**src/rtl/keccak_round_ctrl_if.sv**
```systemverilog
// Request/completion bus between the sponge wrapper and the Keccak round
// sequencer, plus the strobes and round index that go to the datapath.
//   start, abort, out_ready        : wrapper -> sequencer
//   ready, busy, out_valid         : sequencer -> wrapper
//   load_en, round_en, round       : sequencer -> state register / RC lookup
interface keccak_round_ctrl_if #(
    parameter int ROUND_W = 7
);
    logic               start;
    logic               abort;
    logic               ready;
    logic               busy;
    logic               load_en;
    logic               round_en;
    logic [ROUND_W-1:0] round;
    logic               out_valid;
    logic               out_ready;

    // wrapper side
    modport master (
        output start, abort, out_ready,
        input  ready, busy, load_en, round_en, round, out_valid
    );

    // sequencer side
    modport slave (
        input  start, abort, out_ready,
        output ready, busy, load_en, round_en, round, out_valid
    );
endinterface

```
**src/rtl/keccak_round_ctrl.sv**
```systemverilog
// Iterative round sequencer for Keccak-f[1600].
// Walks the round index 0..NUM_ROUNDS-1, spending STAGE_CYCLES clocks per
// round, and strobes load_en / round_en into the state register.
//   clk, rst : clock and synchronous active-high reset
//   bus      : keccak_round_ctrl_if.slave (start/abort/ready/busy,
//              load_en/round_en/round, out_valid/out_ready)
// All outputs are registered; each one is set for the cycle following the
// edge at which the FSM decides it, so the strobes line up with the state.
module keccak_round_ctrl #(
    parameter int NUM_ROUNDS   = 24,
    parameter int ROUND_W      = 7,
    parameter int STAGE_CYCLES = 1
) (
    input  logic                clk,
    input  logic                rst,
    keccak_round_ctrl_if.slave  bus
);
    localparam int               CNT_W      = $clog2(STAGE_CYCLES + 1);
    localparam logic [CNT_W-1:0] CNT_LAST   = CNT_W'(STAGE_CYCLES - 1);
    localparam logic [ROUND_W-1:0] ROUND_LAST = ROUND_W'(NUM_ROUNDS - 1);
    // With a single-cycle datapath every RUN cycle is an apply cycle, so the
    // strobe must already be armed when entering a round at count 0.
    localparam logic             FIRST_EN   = (STAGE_CYCLES == 1);

    typedef enum logic [1:0] {IDLE, LOAD, RUN, DONE} state_t;

    state_t             state;
    logic [CNT_W-1:0]   cnt;
    logic               ready_q;
    logic               busy_q;
    logic               load_en_q;
    logic               round_en_q;
    logic [ROUND_W-1:0] round_q;
    logic               out_valid_q;

    always_ff @(posedge clk) begin
        if (rst) begin
            state       <= IDLE;
            cnt         <= '0;
            ready_q     <= 1'b1;
            busy_q      <= 1'b0;
            load_en_q   <= 1'b0;
            round_en_q  <= 1'b0;
            round_q     <= '0;
            out_valid_q <= 1'b0;
        end else if (bus.abort) begin
            // Drop everything; the counter is re-zeroed on the next LOAD.
            state       <= IDLE;
            ready_q     <= 1'b1;
            busy_q      <= 1'b0;
            load_en_q   <= 1'b0;
            round_en_q  <= 1'b0;
            round_q     <= '0;
            out_valid_q <= 1'b0;
        end else begin
            case (state)
                IDLE: begin
                    if (bus.start) begin
                        state     <= LOAD;
                        ready_q   <= 1'b0;
                        busy_q    <= 1'b1;
                        load_en_q <= 1'b1;
                        round_q   <= '0;
                    end
                end
                LOAD: begin
                    state      <= RUN;
                    load_en_q  <= 1'b0;
                    cnt        <= '0;
                    round_en_q <= FIRST_EN;
                end
                RUN: begin
                    if (cnt == CNT_LAST) begin
                        cnt <= '0;
                        if (round_q == ROUND_LAST) begin
                            // Last round applied: round stays at the final index.
                            state       <= DONE;
                            round_en_q  <= 1'b0;
                            busy_q      <= 1'b0;
                            out_valid_q <= 1'b1;
                        end else begin
                            round_q    <= round_q + 1'b1;
                            round_en_q <= FIRST_EN;
                        end
                    end else begin
                        cnt        <= cnt + 1'b1;
                        round_en_q <= ((cnt + 1'b1) == CNT_LAST);
                    end
                end
                DONE: begin
                    // start is deliberately ignored here; ready rises first.
                    if (bus.out_ready) begin
                        state       <= IDLE;
                        out_valid_q <= 1'b0;
                        ready_q     <= 1'b1;
                        round_q     <= '0;
                    end
                end
                default: state <= IDLE;
            endcase
        end
    end

    assign bus.ready     = ready_q;
    assign bus.busy      = busy_q;
    assign bus.load_en   = load_en_q;
    assign bus.round_en  = round_en_q;
    assign bus.round     = round_q;
    assign bus.out_valid = out_valid_q;
endmodule

```
**src/flat_wrapper.sv**
```systemverilog
// flat-port wrapper written by rule: the top's interface ports become plain ports
module keccak_round_ctrl_flat 
#(
    parameter int NUM_ROUNDS   = 24,
    parameter int ROUND_W      = 7,
    parameter int STAGE_CYCLES = 1
)
  (clk, rst, bus_start, bus_abort, bus_out_ready, bus_ready, bus_busy, bus_load_en, bus_round_en, bus_round, bus_out_valid);
  keccak_round_ctrl_if #(.ROUND_W(ROUND_W)) bus_i ();
  input  logic clk;
  input  logic rst;
  input wire logic [$bits(bus_i.start)-1:0] bus_start;
  input wire logic [$bits(bus_i.abort)-1:0] bus_abort;
  input wire logic [$bits(bus_i.out_ready)-1:0] bus_out_ready;
  output wire logic [$bits(bus_i.ready)-1:0] bus_ready;
  output wire logic [$bits(bus_i.busy)-1:0] bus_busy;
  output wire logic [$bits(bus_i.load_en)-1:0] bus_load_en;
  output wire logic [$bits(bus_i.round_en)-1:0] bus_round_en;
  output wire logic [$bits(bus_i.round)-1:0] bus_round;
  output wire logic [$bits(bus_i.out_valid)-1:0] bus_out_valid;
  assign bus_i.start = bus_start;
  assign bus_i.abort = bus_abort;
  assign bus_i.out_ready = bus_out_ready;
  assign bus_ready = bus_i.ready;
  assign bus_busy = bus_i.busy;
  assign bus_load_en = bus_i.load_en;
  assign bus_round_en = bus_i.round_en;
  assign bus_round = bus_i.round;
  assign bus_out_valid = bus_i.out_valid;
  keccak_round_ctrl #(.NUM_ROUNDS(NUM_ROUNDS), .ROUND_W(ROUND_W), .STAGE_CYCLES(STAGE_CYCLES)) u_core (.clk(clk), .rst(rst), .bus(bus_i));
endmodule
```
**config.mk**
```make
export PLATFORM = sky130hd
export DESIGN_NAME = keccak_round_ctrl_flat
export DESIGN_NICKNAME = d
export VERILOG_FILES = /design/src/rtl/keccak_round_ctrl_if.sv /design/src/rtl/keccak_round_ctrl.sv /design/src/flat_wrapper.sv
export SDC_FILE = /design/constraint.sdc
export NUM_CORES = 1
export LEC_CHECK = 0
export CAP_MARGIN = 20
export CORE_UTILIZATION = 43
export CTS_BUF_LIST = sky130_fd_sc_hd__clkbuf_16
export DETAILED_ROUTE_END_ITERATION = 10
export PLACE_DENSITY_LB_ADDON = 0.08
export SYNTH_ARGS = -nofsm -noshare
export SYNTH_HDL_FRONTEND = slang
export SYNTH_SLANG_ARGS = --single-unit
```
**constraint.sdc**
```tcl
create_clock -name clk -period 1.85 [get_ports clk]
set_input_delay 0.2775 -clock clk [delete_from_list [all_inputs] [get_ports clk]]
set_output_delay 0.2775 -clock clk [all_outputs]
set_load 0.02 [all_outputs]
```
* Word-level counts from Yosys, hierarchy flattened
Index checks and enable logic that the tools add are counted.
** Word-level totals
- Bits in registers :: 15
- Bits of input ports :: 5
** Cells by class
- Add/subtract/negate cells :: 2
- Eq/ne operators :: 9
- Muxes and demuxes :: 27
- Bitwise gates (word level) :: 2
- Reduce and logical (&&, ||, !) cells :: 15
** Operators with widths (number)
- 2-to-1 mux 7 bit :: 4
- case mux 7 bit (3 select lines) :: 1
- case mux 1 bit (2 select lines) :: 6
- AND reduction 4 bit :: 3
- 2-to-1 mux 1 bit :: 11
- nonzero test 2 bit :: 5
- 2-to-1 mux 2 bit :: 4
- inequality test 2 bit (second input constant) :: 4
- case mux 2 bit (4 select lines) :: 1
- adder 7 x 1 -> 7 bit (second input constant) :: 1
- equality test 7 x 5 -> 1 bit (second input constant) :: 1
- AND reduction 5 bit :: 1
- equality test 2 bit (second input constant) :: 2
- AND reduction 2 bit :: 2
- AND reduction 3 bit :: 1
- nonzero test 3 bit :: 1
- equality test 2 x 1 -> 1 bit (second input constant) :: 1
- zero test 2 bit :: 1
- inequality test 2 x 1 -> 1 bit (second input constant) :: 1
- inverter 1 bit :: 2
- OR reduction 2 bit :: 1
- adder 1 bit (second input constant) :: 1

* Logic depth before layout (Yosys ltp)
Gate-level depths: netlist of the first run.
- Depth in word-level cells :: 4
- Mapped depth :: 6
- Gate-level depth less buffers :: 6

* Worst setup path before layout of the first run
No wires, ideal clock.
- Path kind :: flip-flop to flip-flop
- Start point :: register u_core.state[0]
- End point :: register u_core.round_q[5], in the netlist u_core.bus.round[5]
- Arrival :: 1.865 ns
- Setup slack :: -0.085 ns
- Stages on the path, launching flop included :: 7
- Path buffers :: 0
- Period minus slack after synthesis :: 1.935 ns
- Cell sequence :: dfxtp_1 > inv_1 > ha_1 > nor2b_4 > or4_4 > or4_1 > a21oi_1
** Between the ends
- Longest elaborated chain between the ends :: 3
- Elaborated cells between the ends (all ways) :: 10
- Classes of those cells :: 6 x eq/ne; 1 x mux; 3 x reduce/logical
** Ends and longest elaborated chain
- from (decl) :: RTL line keccak_round_ctrl.sv:27 : state_t state;
- from (signal assigned) :: RTL line keccak_round_ctrl.sv:38 : state <= IDLE;
- from (signal assigned) :: RTL line keccak_round_ctrl.sv:48 : state <= IDLE;
- from (signal assigned) :: RTL line keccak_round_ctrl.sv:59 : state <= LOAD;
- equality test 2 bit or zero test 2 bit (tied branches) :: RTL line keccak_round_ctrl.sv:56 : case (state)
- inequality test 2 bit (no line) or nonzero test 3 bit (tied branches)
- AND reduction 5 bit (no line)
- to (signal assigned) :: RTL line keccak_round_ctrl.sv:82 : round_q <= round_q + 1'b1;
- to (decl) :: RTL line keccak_round_ctrl.sv:33 : logic [ROUND_W-1:0] round_q;
Parallel ways exist; a longest one is shown, timed or not.
A chain may end at the register's enable or synchronous reset.

* Worst setup path after layout of the first run
- Start point :: register u_core.state[0]
- End point :: register u_core.round_q[3], in the netlist u_core.bus.round[3]
The elaborated chain is that of the path after synthesis.

==> run summary, run 1 <==
The slowest stage of the critical path belongs to the cell or4_4. At the end of the flow the core is filled with cells to 75.1%. The first TritonRoute pass finished after 6 iterations. The number of nets handed over by synthesis was 103. Static timing analysis puts the maximum clock frequency at 551 MHz. Final-report hold violation count: 0. Summed over all nets, the half-perimeter wirelength after detailed placement is 1500 um. The mux cell area share after synthesis was 0%; the later-pin clock latency in the skew report was 0.24 ns.

The total overflow reported by the global router was 0; the synthesized area per cell was 8.26 sq um. The growth of design area from synthesis to finish works out to 55.9%. The run gives 17 as the total I/O pin count. The critical path's largest stage delay works out to 0.50 ns. By startpoint and endpoint, the worst setup path is classified as reg -> reg. The data arrival time of the critical path came out at 2.00 ns.

Entering global routing, the biggest net connects 11 pins. The run gives 0 as the number of max-cap violations. Summing all non-filler instances in the final layout gives an area of 1200 sq um. Normalized max-slew margin: 70.9%. The die is 44.3 um wide.

Most common cell after layout, fill and taps aside: clkdlybuf4s50_1. TritonCTS built the clock tree. The floorplan step defined a die boundary enclosing 1960 sq um. The routed layout has 837 vias. In this run the core area contains 14 standard-cell rows. The tree built by TritonCTS fans out to 14 sinks. Among cell families on the critical path, the largest total delay comes from simple AND/OR/NAND/NOR gates. The number of synthesized register bits is 14, and the critical path required time is 2.03 ns. The routed design has 2170 um of wire. The number of levels in the clock H-tree was 1. Dividing the detail-routed via count by the number of cells gives 5.58. Path class of the lowest-slack min-delay path: reg -> reg. In this run, CTS created clock tree buffers numbering 3. Walking the worst path, the cells encountered are inv_4, ha_4, nor2b_4, or4_4, buf_6, or3_4, a21oi_2. In the final design database the tool counted 137 nets.

Summing the areas of all compound-gate instances in the mapped netlist gives 21.0% of the synthesized area. The post-detailed-route count of antenna-violating nets is 0, and the average wire per cell in the routed design is 14.4 um. From bottom edge to top edge, the die measures 44.3 um. In this run the power density over the cells is 698 nW/um^2. Counting both buffers and inverters, the worst setup path holds a total of 2. 0 antenna diodes ended up in the layout. The run finished with clean final reports. The post-route netlist has 26.2% of its cells at a drive strength greater than 1.

The count of unresolved DRC violations after routing is 0, and the routability congestion estimate is 0.829. The floorplan step defined a core boundary enclosing 1590 sq um. The share of synthesized cell area in and, or, nand and nor gates was 29.6%. By area, the combinational part of the netlist is dominated by simple AND/OR/NAND/NOR gates.

Between clock sinks in the finished design, the worst skew comes to 0.00255 ns. For this configuration, the core starts out at a cell density of 48.2%. After clock tree synthesis, the clock-pin slew on the worst setup and hold paths is 0.05 ns.

Across all hold checks on the routed design, the worst slack comes to 0.487 ns. For this design, the CTS-stage hold fixing added 0 buffers. Global routing consumed, over all layers together, 23.2% of the routing resources. The first global-routing pass estimated 3420 um of wire.

The routed design could run at a clock period as short as 1.82 ns. The tools report the share of the yosys chip area belonging to registers as 36.5%. The peak supply drop came out at 464 uV. The share of synthesized cell area in full adder, half adder and majority cells was 8.14%; the cell count after placement was 145. Kind of start point of the critical path: a register. Via count of the first global-routing pass: 789.

STA classifies the critical path endpoint as a register. The netlist uses 30 different library cells. The clock passes through at most 2 buffers. Along the worst path, the maximum fanout reaches 3. At the pin with the least slew margin, the transition time is 0.432 ns. The Yosys step of the flow raised 0 warnings.

The post-route setup TNS came out at 0 ns. The fill cell instance count of the final layout is 118. Master cell of the clock root buffer: clkbuf_16. Setup repair after global routing could not meet its margin everywhere. In the synthesized netlist, the number of instances is 93. The non-filler instance count after layout is 150, and the xor/xnor share of the synthesized area is 1.14%. For this design the static power due to leakage is 0.437 nW.

In this run the cell area measured after placement is 1080 sq um. The library cells used most frequently in the layout, excluding fill and tap cells, are clkdlybuf4s50_1 (16), buf_4 (15), dfxtp_1 (12), a21oi_1 (11), nor2_1 (8). The logs give 0 for the number of antenna violations at the first check in global routing and 0 for the count of pins over their slew limit. The number of buffer cells added on primary ports was 16; the setup-violating endpoint count in the final report was 0. After the first detailed-routing iteration, the DRC count stood at 34. Summing every instance area after synthesis gives 768 sq um. In the finished design, the share of the clock period the worst path needs comes to 98.2%.
power breakdown:
group | internal, mW | leakage, nW | switching (mW)
registers | 0.308 | 0.115 | 0.00709
logic | 0.0550 | 0.283 | 0.0563
clock network | 0.286 | 0.0385 | 0.123
total | 0.649 | 0.437 | 0.187
final cells by class:
class	instances	area (sq um)	area share, %
Inverter	4	20.0	1.67
Multi-Input combinational cell	72	497	41.5
Timing Repair Buffer	32	284	23.7
Tap cell	24	30.0	2.51
Clock inverter	1	3.75	0.313
Sequential cell	14	288	24.0
Clock buffer	3	75.1	6.27
cells in the mapped netlist (all sizes together):
library cell | number | area share (%)
nand4b | 3 | 3.4
a2bb2oi | 1 | 1.1
nand2 | 6 | 2.9
o21ai | 8 | 5.2
nor3 | 3 | 2.0
xnor2 | 1 | 1.1
nor4b | 1 | 1.1
nor4 | 1 | 0.81
a211oi | 2 | 2.0
nand3 | 5 | 3.3
or4 | 2 | 2.4
nand4 | 1 | 0.81
inv | 4 | 2.0
a41o | 1 | 1.3
a31oi | 2 | 1.6
o31ai | 1 | 0.98
ha | 5 | 8.1
nand2b | 1 | 0.81
nor2b | 2 | 3.6
nor2 | 8 | 3.9
or3 | 2 | 1.6
or2 | 2 | 1.6
o211ai | 1 | 0.98
a21oi | 12 | 7.8
or4b | 1 | 1.3
dfxtp | 14 | 36
clkbuf | 3 | 1.6
timing repair:
item | 4_1_cts | 5_1_grt
endpoints found under the setup margin | 2 | 1
hold endpoints to repair | 0 | 0
pin swaps | 2 | 3
gates resized for setup | 2 | 8
buffers inserted | 1 | 0
cloned | 0 | 0
tightest hold or removal path: stages, from the launching register on:
cell     delay (ns)
dfxtp_1        0.32
a21oi_1        0.06
nor2_1         0.07
kinds of logic (layout without fill, tap and decap cells):
logic type,count (synthesis),after routing
AO/OA/AOI/OAI,28,28
flip-flops,14,14
adder cells (fa/ha/maj),5,5
XOR/XNOR,1,1
buffers and inverters,7,40
AND/OR/NAND/NOR,38,38
metal layers:
| metal | global-route usage [%] | part of all wire (%) | vias up | routed length, um |
|---|---|---|---|---|
| met5 | 0 | 0 | - | 0 |
| met4 | 6.06 | 0.42 | 0 | 9 |
| met1 | 32.2 | 46 | 391 | 999 |
| li1 | - | - | 411 | - |
| met2 | 37.1 | 48 | 33 | 1040 |
| met3 | 4.08 | 5.3 | 2 | 114 |
metrics by stage:
| step | setup WS [ns] | power [mW] |
|---|---|---|
| global route | -0.0298 | 0.863 |
| detailed placement | -0.230 | 0.426 |
| global placement | -0.183 | 0.424 |
| CTS | 0.0184 | 0.840 |
| floorplan | 0.00166 | 0.375 |
| finish | 0.0338 | 0.835 |
sequential cells by signal, indices dropped and copies added (netlist names):
| signal | cells |
|---|---|
| u_core.bus.busy | 1 |
| u_core.bus.load_en | 1 |
| u_core.bus.out_valid | 1 |
| u_core.bus.ready | 1 |
| u_core.bus.round | 7 |
| u_core.bus.round_en | 1 |
| u_core.state | 2 |
worst paths after layout:
| check | from | end | slack, ns | cells past startpoint |
|---|---|---|---|---|
| worst max-delay path | u_core.state[0]$_SDFFE_PP0P_ | u_core.bus.round[3]$_SDFFE_PP0P_ | 0.03 | 7 |
| worst min-delay path | u_core.bus.load_en$_SDFFE_PP0P_ | u_core.bus.load_en$_SDFFE_PP0P_ | 0.49 | 2 |
| worst max register to register | u_core.state[0]$_SDFFE_PP0P_ | u_core.bus.round[3]$_SDFFE_PP0P_ | 0.03 | 7 |
| worst min register to register | u_core.bus.load_en$_SDFFE_PP0P_ | u_core.bus.load_en$_SDFFE_PP0P_ | 0.49 | 2 |
Power figures use the tool's default switching activity.
==> run 2: changes to the inputs <==
--- a/config.mk
+++ b/config.mk
@@ -7,7 +7,6 @@
 export LEC_CHECK = 0
 export CAP_MARGIN = 20
 export CORE_UTILIZATION = 43
-export CTS_BUF_LIST = sky130_fd_sc_hd__clkbuf_16
 export DETAILED_ROUTE_END_ITERATION = 10
 export PLACE_DENSITY_LB_ADDON = 0.08
 export SYNTH_ARGS = -nofsm -noshare
==> run 2 against run 1 <==
Effect of this change:
- non-clock buffer count is the same
- flip-flop and latch count unchanged
- global-route usage grew 0.25 points
- largest cell class unchanged
==> run summary, run 2 (synthesis gave the netlist of run 1 again) <==
The flow ran to the end, and the final reports show no timing, DRC or antenna violations. The post-route minimum period is 1.82 ns. By startpoint and endpoint, the worst setup path is classified as reg -> reg. For this configuration, the core starts out at a cell density of 48.2%. The most common cell after layout, fill and taps aside was clkdlybuf4s50_1. Summing all non-filler instances in the final layout gives an area of 1160 sq um.

The worst setup path is captured at a register. The routed layout has 844 vias. The number of buffer cells added on primary ports was 16. The wire-length estimate of the detail-placed layout is 1500 um. In the final routed layout, each cell accounts on average for 14.7 um. The vias per cell was 5.63; the wire length of the first global-routing pass was 3360 um. The worst slack at placement is -0.230 ns. The count of cells in the finished layout, fillers not included, comes to 150. The post-detailed-route count of antenna-violating nets was 0. The region available for standard cell placement spans 1590 sq um. The number of antenna diodes in the final layout is 0.

The tools report the number of hold-repair buffers added at the cts stage as 0. TritonCTS built the clock tree. The number of antenna violations at the first check in global routing came out at 0. Area occupied by multi-input gates: 500 sq um.

In the global route stage, overall resource usage came out at 23.4%. After clock tree synthesis, the clock-pin slew on the worst setup and hold paths is 0.10 ns. The first-pass iteration count of the detailed router came out at 6. The data arrival time of the critical path was 2.06 ns.

For this run, the share of the core covered by cells in the final layout is 72.7%. Kind of start point of the critical path: a register. The first-iteration detailed-routing DRC count is 45, and the largest fanout on the critical path is 3. The slew at the pin closest to its max-slew limit is 0.416 ns. Critical path's largest stage delay: 0.49 ns.

The design draws 659 uW. The analysis attributes to cell leakage a power of 0.420 nW. The congestion estimate from routability-driven global placement came to 0.829. Setup total negative slack on the finished layout was measured at 0 ns. For the critical path required time, the log shows 2.09 ns.

The cell count after placement is 145, and the growth of design area from synthesis to finish is 50.8%. The worst hold slack after final layout was 0.496 ns; the height of the die was 44.3 um. The final-report hold violation count is 0, and the peak supply drop is 468 uV. The fill cell instance count of the final layout is 123, and the largest net degree at the start of global routing is 11. 17 I/O pins were placed. The width of the die was 44.3 um. The critical path goes through inv_4, ha_4, nor2b_4, or4_4, buf_6, or3_4, a21oi_2. Slowest cell on the critical path: or4_4. Setup violations remaining at the end of the flow were counted as 0. The final clock skew is 0.00927 ns.

The flip-flop count of the largest register, all copies and words added was 7; the count of unresolved DRC violations after routing was 0. The clock sink total is 14, and the total overflow reported by the global router is 0. Setup repair after global routing could not meet its margin everywhere.

The logs give 1080 sq um for the area after detailed placement and 137 for the final net count. Clock latency on the worst-skew pair, taken at its later pin, is 0.30 ns. Headroom to the max-slew limit came out at 71.9%. Leaving out fill and tap cells, the most frequent cells in the layout are clkdlybuf4s50_1 (16), buf_4 (15), dfxtp_1 (12), a21oi_1 (11), nor2_1 (8).

The worst path meets setup with 0.0349 ns of slack. The run gives 288 sq um as the sequential standard cell area. For this design the ratio of total power to cell area is 569 nW/um^2. The share of layout cells above drive strength 1 works out to 27.8%. Total die area: 1960 sq um. The path class of the lowest-slack min-delay path is reg -> reg. The number of levels in the clock H-tree came out at 1.

The number of rows in the core area is 14. The via count of the first global-routing pass came out at 751. The number of clock buffers added by TritonCTS is 3. The final layout contains routed wiring with a total length of 2210 um.

The tree is rooted in a clkbuf_4. The count of pins over their slew limit is 0, and the period utilization is 98.1%. Static timing analysis puts the maximum clock frequency at 551 MHz. Max-cap violations in this run came to 0. The number of buffers on the longest clock path was 2.
==> run 2: final timing paths <==
path	start	endpoint	slack, ns	cells after the start
max	u_core.state[1]$_SDFFE_PP0P_	u_core.bus.round[3]$_SDFFE_PP0P_	0.03	7
min	u_core.bus.load_en$_SDFFE_PP0P_	u_core.bus.load_en$_SDFFE_PP0P_	0.50	2
max reg2reg	u_core.state[1]$_SDFFE_PP0P_	u_core.bus.round[3]$_SDFFE_PP0P_	0.03	7
min reg2reg	u_core.bus.load_en$_SDFFE_PP0P_	u_core.bus.load_en$_SDFFE_PP0P_	0.50	2
==> run 2: routing by layer <==
metal / vias to the layer above / routed length, um / track usage (%)
met5: - / 0 / 0
met4: 0 / 39 / 9.09
met3: 6 / 150 / 4.90
met2: 37 / 1020 / 35.3
met1: 386 / 1000 / 32.7
li1: 415 / - / -
==> run 2: repair_timing <==
action,CTS,global route
buffers inserted,1,0
pin swaps,2,3
endpoints found under the setup margin,2,2
resized for setup,2,9
==> run 2: final cells by class <==
class	count	share of cell area, %
Timing Repair Buffer	32	24.5
Sequential cell	14	24.8
Inverter	4	1.73
Tap cell	24	2.59
Multi-Input combinational cell	72	43.2
Clock buffer	4	3.13
==> run 2: worst max-delay path: cells and delay by family, from the launching register on <==
family / cells / cell delay (ns)
AOI/OAI and AO/OA: 1 / 0.11
adders and majority gates: 1 / 0.15
buffers and inverters: 2 / 0.19
DFF: 1 / 0.39
and+or+nand+nor: 3 / 0.94
==> run 2: where the power goes <==
group | internal [mW] | switching (mW)
Sequential | 0.307 | 0.00677
Combinational | 0.0552 | 0.0565
Clock | 0.120 | 0.113
